--- src/rtl/code_event_fifo.sv ---
// code_event_fifo: debounced 8-to-3 priority-encoder event capture into a FWFT FIFO
// Ports:
//   clk, rst_n           clock and asynchronous active-low reset
//   code_n, ex_n, s_n    raw active-low outputs of the upstream encoder
//   rd_ready             consumer accepts the head entry
//   clr_ovf              synchronous clear of the sticky overflow flag
//   rd_valid, rd_chan    head entry valid and its active-high line index
//   fifo_count           occupied entries
//   overflow             an event was dropped while the FIFO was full
//   idle                 filtered encoder state is enabled with no line active
module code_event_fifo #(
  parameter int STABLE_CYCLES = 4,
  parameter int DEPTH = 4
) (
  input  logic                       clk,
  input  logic                       rst_n,
  input  logic [2:0]                 code_n,
  input  logic                       ex_n,
  input  logic                       s_n,
  input  logic                       rd_ready,
  input  logic                       clr_ovf,
  output logic                       rd_valid,
  output logic [2:0]                 rd_chan,
  output logic [$clog2(DEPTH+1)-1:0] fifo_count,
  output logic                       overflow,
  output logic                       idle
);
  localparam int AW = $clog2(DEPTH);
  localparam int CW = $clog2(DEPTH+1);
  // vectors are {code_n, ex_n, s_n}; all-ones is the DISABLED state
  logic [4:0] sync1_q, sync2_q, prev_q, stable_q;
  logic [3:0] cnt_q, cnt_d;
  logic same, load, push_q, push_d, idle_q, ovf_q, pop, full, wr, drop;
  logic [2:0] mem_q [DEPTH];
  logic [AW-1:0] wp_q, rp_q;
  logic [CW-1:0] count_q, count_d;
  assign same = sync2_q == prev_q;
  assign cnt_d = !same ? 4'd0 : (cnt_q == 4'(STABLE_CYCLES-1) ? cnt_q : cnt_q + 4'd1);
  // load exactly once per run, on the edge the counter steps onto STABLE_CYCLES-1
  assign load = same && cnt_q == 4'(STABLE_CYCLES-2);
  // event only when entering ACTIVE or changing channel while ACTIVE
  assign push_d = load && !sync2_q[1] && (stable_q[1] || stable_q[4:2] != sync2_q[4:2]);
  assign rd_valid = count_q != '0;
  assign pop = rd_valid && rd_ready;
  assign full = count_q == CW'(DEPTH);
  assign wr = push_q && (!full || pop);
  assign drop = push_q && full && !pop;
  assign count_d = (wr && !pop) ? count_q + CW'(1) : ((!wr && pop) ? count_q - CW'(1) : count_q);
  assign rd_chan = rd_valid ? mem_q[rp_q] : 3'd0;
  assign fifo_count = count_q;
  assign overflow = ovf_q;
  assign idle = idle_q;
  always_ff @(posedge clk or negedge rst_n)
    if (!rst_n) begin
      sync1_q <= '1;
      sync2_q <= '1;
      prev_q <= '1;
      stable_q <= '1;
      cnt_q <= '0;
      push_q <= 1'b0;
      idle_q <= 1'b0;
      wp_q <= '0;
      rp_q <= '0;
      count_q <= '0;
      ovf_q <= 1'b0;
    end else begin
      sync1_q <= {code_n, ex_n, s_n};
      sync2_q <= sync1_q;
      prev_q <= sync2_q;
      cnt_q <= cnt_d;
      if (load) stable_q <= sync2_q;
      push_q <= push_d;
      idle_q <= stable_q[1:0] == 2'b10;
      if (wr) wp_q <= wp_q + AW'(1);
      if (pop) rp_q <= rp_q + AW'(1);
      count_q <= count_d;
      ovf_q <= drop | (ovf_q & ~clr_ovf);
    end
  // stable_q still holds the value that raised the event when push_q writes it
  always_ff @(posedge clk)
    if (wr) mem_q[wp_q] <= ~stable_q[4:2];
endmodule
--- config.mk ---
export PLATFORM = sky130hd
export DESIGN_NAME = code_event_fifo
export DESIGN_NICKNAME = d
export VERILOG_FILES = /design/src/rtl/code_event_fifo.sv
export SDC_FILE = /design/constraint.sdc
export NUM_CORES = 1
export LEC_CHECK = 0
export ABC_CLOCK_PERIOD_IN_PS = 6650
export CAP_MARGIN = 15
export CORE_ASPECT_RATIO = 1.75
export CORE_UTILIZATION = 59
export DETAILED_ROUTE_END_ITERATION = 8
export PLACE_DENSITY = 0.82
export SYNTH_ARGS = -nofsm -noshare
export SYNTH_HDL_FRONTEND = slang
export SYNTH_SLANG_ARGS = --single-unit
--- constraint.sdc ---
create_clock -name clk -period 6.65 [get_ports clk]
set_input_delay 1.995 -clock clk [delete_from_list [all_inputs] [get_ports clk]]
set_output_delay 1.995 -clock clk [all_outputs]
set_load 0.01 [all_outputs]
Word-level counts from Yosys, hierarchy flattened
Memory sizes are Yosys's and may differ from the RTL's.
Index checks and enable logic that the tools add are counted.
{"block": "totals", "output_inout_bits": 9, "ramBits": 12, "n_memories": 1, "regBits": 34, "input_bits": 9, "wordCells": 52}
{"block": "op_classes", "mux": 7, "bitwise_logic": 4, "n_eq_ne": 7, "reduce_logical": 17, "n_addsub": 5}
{"memory": "mem_q", "words": 4, "word_bits": 3, "read_ports": 1, "rd_ports_with_merged_regs": 0, "wr": 1, "line_no": "34", "source": "logic [2:0] mem_q [DEPTH];"}
{"op": "logical AND 1 bit", "n": 9}
{"op": "2-to-1 mux 3 bit", "n": 3}
{"op": "== test 4 x 2 -> 1 bit, second input constant", "n": 2}
{"op": "2-to-1 mux 4 bit", "n": 2}
{"op": "== test 5 bit", "n": 1}
{"op": "adder 2 x 1 -> 2 bit, second input constant", "n": 2}
{"op": "adder 4 x 1 -> 4 bit, second input constant", "n": 1}
{"op": "zero test 1 bit", "n": 4}
{"op": "adder 3 x 1 -> 3 bit, second input constant", "n": 1}
{"op": "== test 3 bit, second input constant", "n": 1}
{"op": "inequality test 3 bit", "n": 1}
{"op": "inverter 3 bit", "n": 1}
{"op": "nonzero test 3 bit", "n": 1}
{"op": "subtractor 3 x 1 -> 3 bit, second input constant", "n": 1}
{"op": "== test 2 bit, second input constant", "n": 1}
{"op": "logical OR 1 bit", "n": 2}
{"op": "2-to-1 mux 1 bit", "n": 2}
{"op": "inequality test 2 bit, second input constant", "n": 1}
{"op": "nonzero test 2 bit", "n": 1}
{"op": "bitwise AND 1 bit", "n": 1}
{"op": "inverter 1 bit", "n": 1}
{"op": "bitwise OR 1 bit", "n": 1}

Longest topological paths before layout
Gate-level depths: netlist (run 1).
{"block": "logic_depth", "depth_word": 8, "depth_mapped": 9, "depth_no_buf": 8}

Worst setup path before layout (run 1)
OpenSTA, ideal clock, no wires.
{"block": "synth_timing", "path_kind": "input to register", "startpoint": "input port rd_ready", "endpoint": "register count_q[1], in the netlist fifo_count[1]", "setup_ns": 0.125, "path_buffers": 1, "required_time_ns": 6.525, "stages": 7, "slack_ns": 2.990, "arrival_ns": 3.535, "cell_sequence": "nor4b_1 and2b_1 buf_2 ha_1 inv_1 fa_1 mux2_2"}
{"block": "synth_via", "elab_cells_between_ends": 9, "classes_between": "1 x mux; 8 x reduce/logical"}
{"item": "start: declaration", "line_no": "20", "source": "input logic rd_ready,"}
{"item": "logical AND 1 bit", "line_no": "44", "source": "assign pop = rd_valid && rd_ready;"}
{"item": "logical OR 1 bit", "line_no": "46", "source": "assign wr = push_q && (!full || pop);"}
{"item": "logical AND 1 bit", "line_no": "46"}
{"item": "via wr", "line_no": "33", "source": "logic same, load, push_q, push_d, idle_q, ovf_q, pop, full, wr, drop;"}
{"item": "logical AND 1 bit", "line_no": "48", "source": "assign count_d = (wr && !pop) ? count_q + CW'(1) : ((!wr && pop) ? count_q - CW'(1) : count_q);"}
{"item": "2-to-1 mux 3 bit", "line_no": "48"}
{"item": "via count_d[1]", "line_no": "36", "source": "logic [CW-1:0] count_q, count_d;"}
{"item": "end signal: assignment", "line_no": "76", "source": "count_q <= count_d;"}
{"item": "end: declaration", "line_no": "36"}
The timed path passes the listed nets, and every way through them passes these cells.
A chain may end at the register's enable or synchronous reset.

Worst setup path in the final report (run 1)
{"block": "layout_timing", "startpoint": "register rp_q[0]", "endpoint": "output port rd_chan[1]"}
{"block": "layout_via", "elab_chain_len": 2}
{"item": "start: declaration", "line_no": "35", "source": "logic [AW-1:0] wp_q, rp_q;"}
{"item": "start signal: assignment", "line_no": "75", "source": "if (pop) rp_q <= rp_q + AW'(1);"}
{"item": "memory read (4 x 3 bit)"}
{"item": "2-to-1 mux 3 bit", "line_no": "49", "source": "assign rd_chan = rd_valid ? mem_q[rp_q] : 3'd0;"}
{"item": "end: declaration", "line_no": "23", "source": "output logic [2:0] rd_chan,"}
Every way passes these cells.

==> flow_summary.yaml, run 1 <==
final_layout:
  final_cells: 190
  layout-drive-gt1-share_pct: 25.0
  fill_cells: 204
  nets: 164
  area.growth.synth_to_final_pct: 15.9
  diodes: 0
  multi_input_area_um2: 582
  seq_area_um2: 1240
power_and_ir_drop:
  leakage_nw: 0.816
  power_density_nw_per_um2: 291
  p_total_mw: 0.627
  irDropWorstVdd_mv: 0.236
clock_network:
  ctsResizeCount: 0
  clockRootBuffer: "clkbuf_8"
  clk_pin_slew_ps: 80
  cts_buffer_depth: 2
  cts_setup_buffers: 0
  clk_latency_ps: 290
  cts.sinks: 46
  cts_tree: "done"
  ctsHoldBuffers: 0
  cts_buffers: 5
  htreeDepth: 2
timing:
  finalHoldViolCount: 0
  slew_viol_final: 0
  worst_pin_slew_ps: 433
  relSlewSlack_pct: 71.1
  fmax_ghz: 0.251
  worst_clock_skew_ps: 7.16
  finalSetupTns_ps: 0
  fin_crit_ps: 3990
  worst_slack_ps: 2660
  setup_viol: 0
  timing.final.crit_share_pct: 59.9
  rsz0062_at_grt: "no"
setup_path:
  cp-end-kind: "output pin"
  cp_top_family: "multiplexers"
  arrival_ps: 1990
  cp-start-kind: "flip-flop"
  crit_buf_inv: 1
  crit_chain: "mux4_2 -> and2_1 -> clkdlybuf4s50_1"
  cpPeakStageDelay_ps: 540
  path_class: "flip-flop to output pin"
  worst_path_max_delay_cell: "mux4_2"
  cp_max_fo: 5
  required_ps: 4660
floorplanning:
  io_pins: 18
  placementRows: 26
  start_util_pct: 62.9
  die_h_um: 76.3
  chipWidth_um: 44.5
  die_area_um2: 3390
  core_area_um2: 2960
global_route:
  globalRouteMet1Util_pct: 21.1
  grt_pass1_vias: 1071
  grt_overflow: 0
  grt_max_degree: 35
  grtUsageMet2_pct: 39.1
  grt_pass1_wl_um: 5000
  grt_usage_pct: 21.3
  met3_usage_pct: 4.27
  antenna_found_initial: 0
  top_usage_layer: "met2"
synth:
  syn_avg_cell_area_um2: 14.9
  synth_top_area_cell: "dfstp_2"
  synthDistinctLibCells: 28
  synthTopCellsByArea: "dfstp_2 (28%), edfxtp_1 (19%), dfrtp_1 (19%), xor2_1 (5.2%), ha_1 (4.7%)"
  synth_ff_type: "dfstp_2"
  netlist.area_leader.share_pct: 28.2
  netlist_area_um2: 1860
  synth_warnings: 0
  ys_ff_latch: 46
  ys_top_cells_by_count: "dfstp_2 (20), dfrtp_1 (14), edfxtp_1 (12), xor2_1 (11), inv_1 (8)"
  synth.most_common_cell: "dfstp_2"
  synth_cells: 125
  ys_seq_area_share_pct: 66.4
  synth_nets: 142
  ys_async_sr_fraction_pct: 73.9
  synth_edf_count: 12
route:
  viasPerCell: 5.15
  first_iter_violations: 17
  post_drt_wl_per_cell_um: 16.1
  route.detailed.drc: 0
  drt-total-wl_um: 3050
  first_pass_iters: 4
  routed-via-count: 978
  ant_nets: 0
place:
  preCtsSetupSlack_ps: 2460
  dp_cells: 182
  globalplace.congestion: 0.742
  hpwl_um: 2280
  port_buffers: 17
flow_run:
  maxCapViolCount: 0
hold_path:
  hold_path.class: "flip-flop to flip-flop"
outcome:
  status: "finished clean"
## area by class of cell
cell class	count	area share (%)
Sequential cell	46	57.3
Timing Repair Buffer	18	8.23
Inverter	8	1.39
Tap cell	42	2.43
Clock buffer	8	3.71
Multi-Input combinational cell	68	27.0
## logic make-up (layout without fill, tap and decap cells)
family,count (synthesis),in the layout,synth area share (%)
buffers and inverters,11,34,2.35
xor gates and xnor gates,16,16,7.53
AOI/OAI and AO/OA,4,4,1.21
DFF,46,46,66.4
adders and majority gates,8,8,5.78
muxes,9,9,7.26
and+or+nand+nor,31,31,9.48
## cell usage in the layout (no fill, tap or decap), drive strengths merged, types with 2 or more instances in the layout
cell type,netlist,routed
dfstp,20,20
clkdlybuf4s50,0,17
dfrtp,14,14
edfxtp,12,12
xor2,11,11
inv,8,8
clkbuf,1,8
and2,7,7
ha,7,7
nand2,6,6
nor2,6,6
mux2,6,6
xnor2,5,5
mux4,3,3
o21ai,2,2
nor4,2,2
nand3,2,2
## metal layers
layer / wire (um) / part of all wire, %
met5: 0 / 0
met4: 70 / 2.3
met3: 83 / 2.7
met2: 1820 / 60
met1: 1080 / 35
## where the power goes
group	total (mW)	switching, mW	internal, mW
registers	0.345	0.0314	0.314
clock network	0.158	0.0838	0.0747
logic	0.123	0.0480	0.0755
total	0.627	0.163	0.464
## worst register-to-register path, stage by stage, from the launching register on
cell and delay, ps:
dfrtp_1 450, nor4b_1 360, and2b_1 310, ha_1 250, inv_1 80, fa_1 410, mux2_2 280
## flip-flops by register name, summed over array words and instances, names as in the netlist
register / flops
cnt_q: 4
fifo_count: 3
idle: 1
mem_q: 12
overflow: 1
prev_q: 5
push_q: 1
rp_q: 2
stable_q: 5
sync1_q: 5
sync2_q: 5
wp_q: 2
## stage by stage
stage	hold slack, ps	utilization, %	instance area [um2]
floorplan	345	-	1860
global placement	346	70.2	2080
detailed placement	348	70.2	2080
CTS	359	72.9	2160
global route	360	72.9	2160
finish	358	72.9	2160
## path summary, 6_finish.rpt
check | from | end | slack [ps] | depth (start not counted)
max reg2reg | fifo_count[0]$_DFFE_PN0P_ | fifo_count[1]$_DFFE_PN0P_ | 4390 | 6
min reg2reg | sync1_q[2]$_DFF_PN1_ | sync2_q[2]$_DFF_PN1_ | 360 | 0
min in group asynchronous | rst_n | wp_q[1]$_DFFE_PN0P_ | 2120 | 2
min | sync1_q[2]$_DFF_PN1_ | sync2_q[2]$_DFF_PN1_ | 360 | 0
max | rp_q[0]$_DFFE_PN0N_ | rd_chan[1] | 2660 | 3
max in group asynchronous | rst_n | sync2_q[0]$_DFF_PN1_ | 4190 | 2
No activity file was read; power rests on OpenSTA's default activity.
==> run 2, diff against run 1 <==
==> config.mk (replaced) <==
export PLATFORM = sky130hd
export DESIGN_NAME = code_event_fifo
export DESIGN_NICKNAME = d
export VERILOG_FILES = /design/src/rtl/code_event_fifo.sv
export SDC_FILE = /design/constraint.sdc
export NUM_CORES = 1
export LEC_CHECK = 0
export ABC_CLOCK_PERIOD_IN_PS = 3280
export CAP_MARGIN = 15
export CORE_ASPECT_RATIO = 1.75
export CORE_UTILIZATION = 50
export DETAILED_ROUTE_END_ITERATION = 8
export PLACE_DENSITY = 0.74
export SYNTH_ARGS = -nofsm -noshare
export SYNTH_HDL_FRONTEND = slang
export SYNTH_SLANG_ARGS = --single-unit
==> constraint.sdc (replaced) <==
create_clock -name clk -period 3.28 [get_ports clk]
set_input_delay 0.984 -clock clk [delete_from_list [all_inputs] [get_ports clk]]
set_output_delay 0.984 -clock clk [all_outputs]
set_load 0.01 [all_outputs]
==> run 2 against run 1 <==
  * Final area grew 0.58%
  * Die area grew 17%
  * Setup slack lost 2300 ps
  * Worst hold slack is essentially flat
  * Sequential cell count is the same
  * Sequential power grew 100%
  * Sequential share of layout area shrank 0.33 points
  * Via count shrank 1.3%
  * Largest power group unchanged
==> flow_summary.yaml, run 2 (synthesized netlist as in run 1, its figures left out) <==
outcome:
  status: "finished clean"
route:
  viasPerCell: 4.95
  drt-total-wl_um: 2580
  first_iter_violations: 11
  first_pass_iters: 4
  route.detailed.drc: 0
  post_drt_wl_per_cell_um: 13.2
  ant_nets: 0
  routed-via-count: 965
floorplanning:
  die_h_um: 82.7
  chipWidth_um: 48.1
  placementRows: 29
  core_area_um2: 3590
  io_pins: 18
  start_util_pct: 51.8
  die_area_um2: 3980
final_layout:
  final_common_cell: "dfstp_2"
  nets: 165
  diodes: 0
  regMostFlops: "mem_q"
  area.growth.synth_to_final_pct: 16.6
  final_cell_mix: "dfstp_2 (20), clkdlybuf4s50_1 (17), dfrtp_1 (14)"
  largest_reg_flops: 12
  layout-drive-gt1-share_pct: 25.5
  utilization_pct: 60.4
  final_cells: 195
timing:
  worst_clock_skew_ps: 5.49
  fmax_ghz: 0.340
  relSlewSlack_pct: 72.2
  setup_viol: 0
  rsz0062_at_grt: "no"
  finalHoldViolCount: 0
  worst_pin_slew_ps: 416
  timing.final.crit_share_pct: 89.7
  finalHoldWorstSlack_ps: 357
  fin_crit_ps: 2940
  slew_viol_final: 0
  finalSetupTns_ps: 0
clock_network:
  clk_pin_slew_ps: 70
  cts_buffer_depth: 2
  clockRootBuffer: "clkbuf_8"
  ctsHoldBuffers: 0
  cts_buffers: 5
  htreeDepth: 2
  ctsResizeCount: 0
  cts_setup_buffers: 0
  cts_tree: "done"
  cts.sinks: 46
  clk_latency_ps: 290
flow_run:
  maxCapViolCount: 0
place:
  dp_cells: 187
  hpwl_um: 1950
  globalplace.congestion: 0.704
  port_buffers: 17
setup_path:
  worst_path_max_delay_cell: "mux4_2"
  required_ps: 2300
  cpPeakStageDelay_ps: 540
  crit_buf_inv: 1
  path_class: "flip-flop to output pin"
  cp-end-kind: "output pin"
  cp_top_family: "multiplexers"
  cp-start-kind: "flip-flop"
  crit_chain: "mux4_2 -> and2_1 -> clkdlybuf4s50_1"
  cp_max_fo: 5
  arrival_ps: 1960
global_route:
  grt_pass1_wl_um: 4200
  grt_usage_pct: 16.2
  grt_overflow: 0
  grt_pass1_vias: 1001
  grt_max_degree: 35
  antenna_found_initial: 0
power_and_ir_drop:
  p_total_mw: 1.25
  power_density_nw_per_um2: 575
  leakage_nw: 0.823
  irDropWorstVdd_mv: 0.363
hold_path:
  hold_path.class: "flip-flop to flip-flop"
## run 2: changes by cell type in the layout (fill, tap and decap cells not counted)
cell,before,now
clkbuf_1,3,0
clkinv_1,0,3
buf_4,1,2
## run 2: through the flow
stage                     setup WS, ps  instance area, um2
after floorplan                    631                1860
after global placement             240                2090
after detailed placement           143                2090
after CTS                          316                2170
after global routing               212                2170
final                              336                2170
## run 2: cell type report
type / count / area, um2
clock inverter: 3 / 11.3
tap: 46 / 57.6
clock buffer: 5 / 68.8
timing repair buffer: 19 / 185
fill: 282 / 1420
sequential: 46 / 1240
multi-input combinational: 68 / 582
inverter: 8 / 30.0
## run 2: worst reg2reg max path, cell delays in order, from the launching register on
cell and delay [ps]:
dfrtp_1 430, or3_1 470, nand2_1 140, ha_1 200
inv_1 70, fa_1 370, xor2_1 170, nor2_1 110
xor2_1 170
## run 2: routing by layer
metal | routed length [um] | GRT usage, % | vias to the layer above
met4 | 64 | 9.17 | 0
li1 | - | - | 464
met5 | 0 | 0 | -
met1 | 937 | 14.6 | 474
met3 | 79 | 4.57 | 6
met2 | 1500 | 29.7 | 21
## run 2: report_power, final
group | switching [mW] | internal, mW | leakage [nW]
clock network | 0.165 | 0.142 | 0.0407
registers | 0.0596 | 0.637 | 0.452
logic | 0.0918 | 0.152 | 0.330
total | 0.317 | 0.931 | 0.823
## run 2: worst paths after layout
kind | slack [ps] | cells past startpoint | end | startpoint
worst max register to register | 1060 | 8 | fifo_count[2]$_DFFE_PN0P_ | fifo_count[1]$_DFFE_PN0P_
min in group asynchronous | 1090 | 2 | wp_q[1]$_DFFE_PN0P_ | rst_n
max in group asynchronous | 1850 | 2 | stable_q[0]$_DFFE_PN1N_ | rst_n
worst min register to register | 360 | 0 | sync2_q[4]$_DFF_PN1_ | sync1_q[4]$_DFF_PN1_
worst min-delay path | 360 | 0 | sync2_q[4]$_DFF_PN1_ | sync1_q[4]$_DFF_PN1_
worst max-delay path | 340 | 3 | rd_chan[1] | rp_q[0]$_DFFE_PN0N_
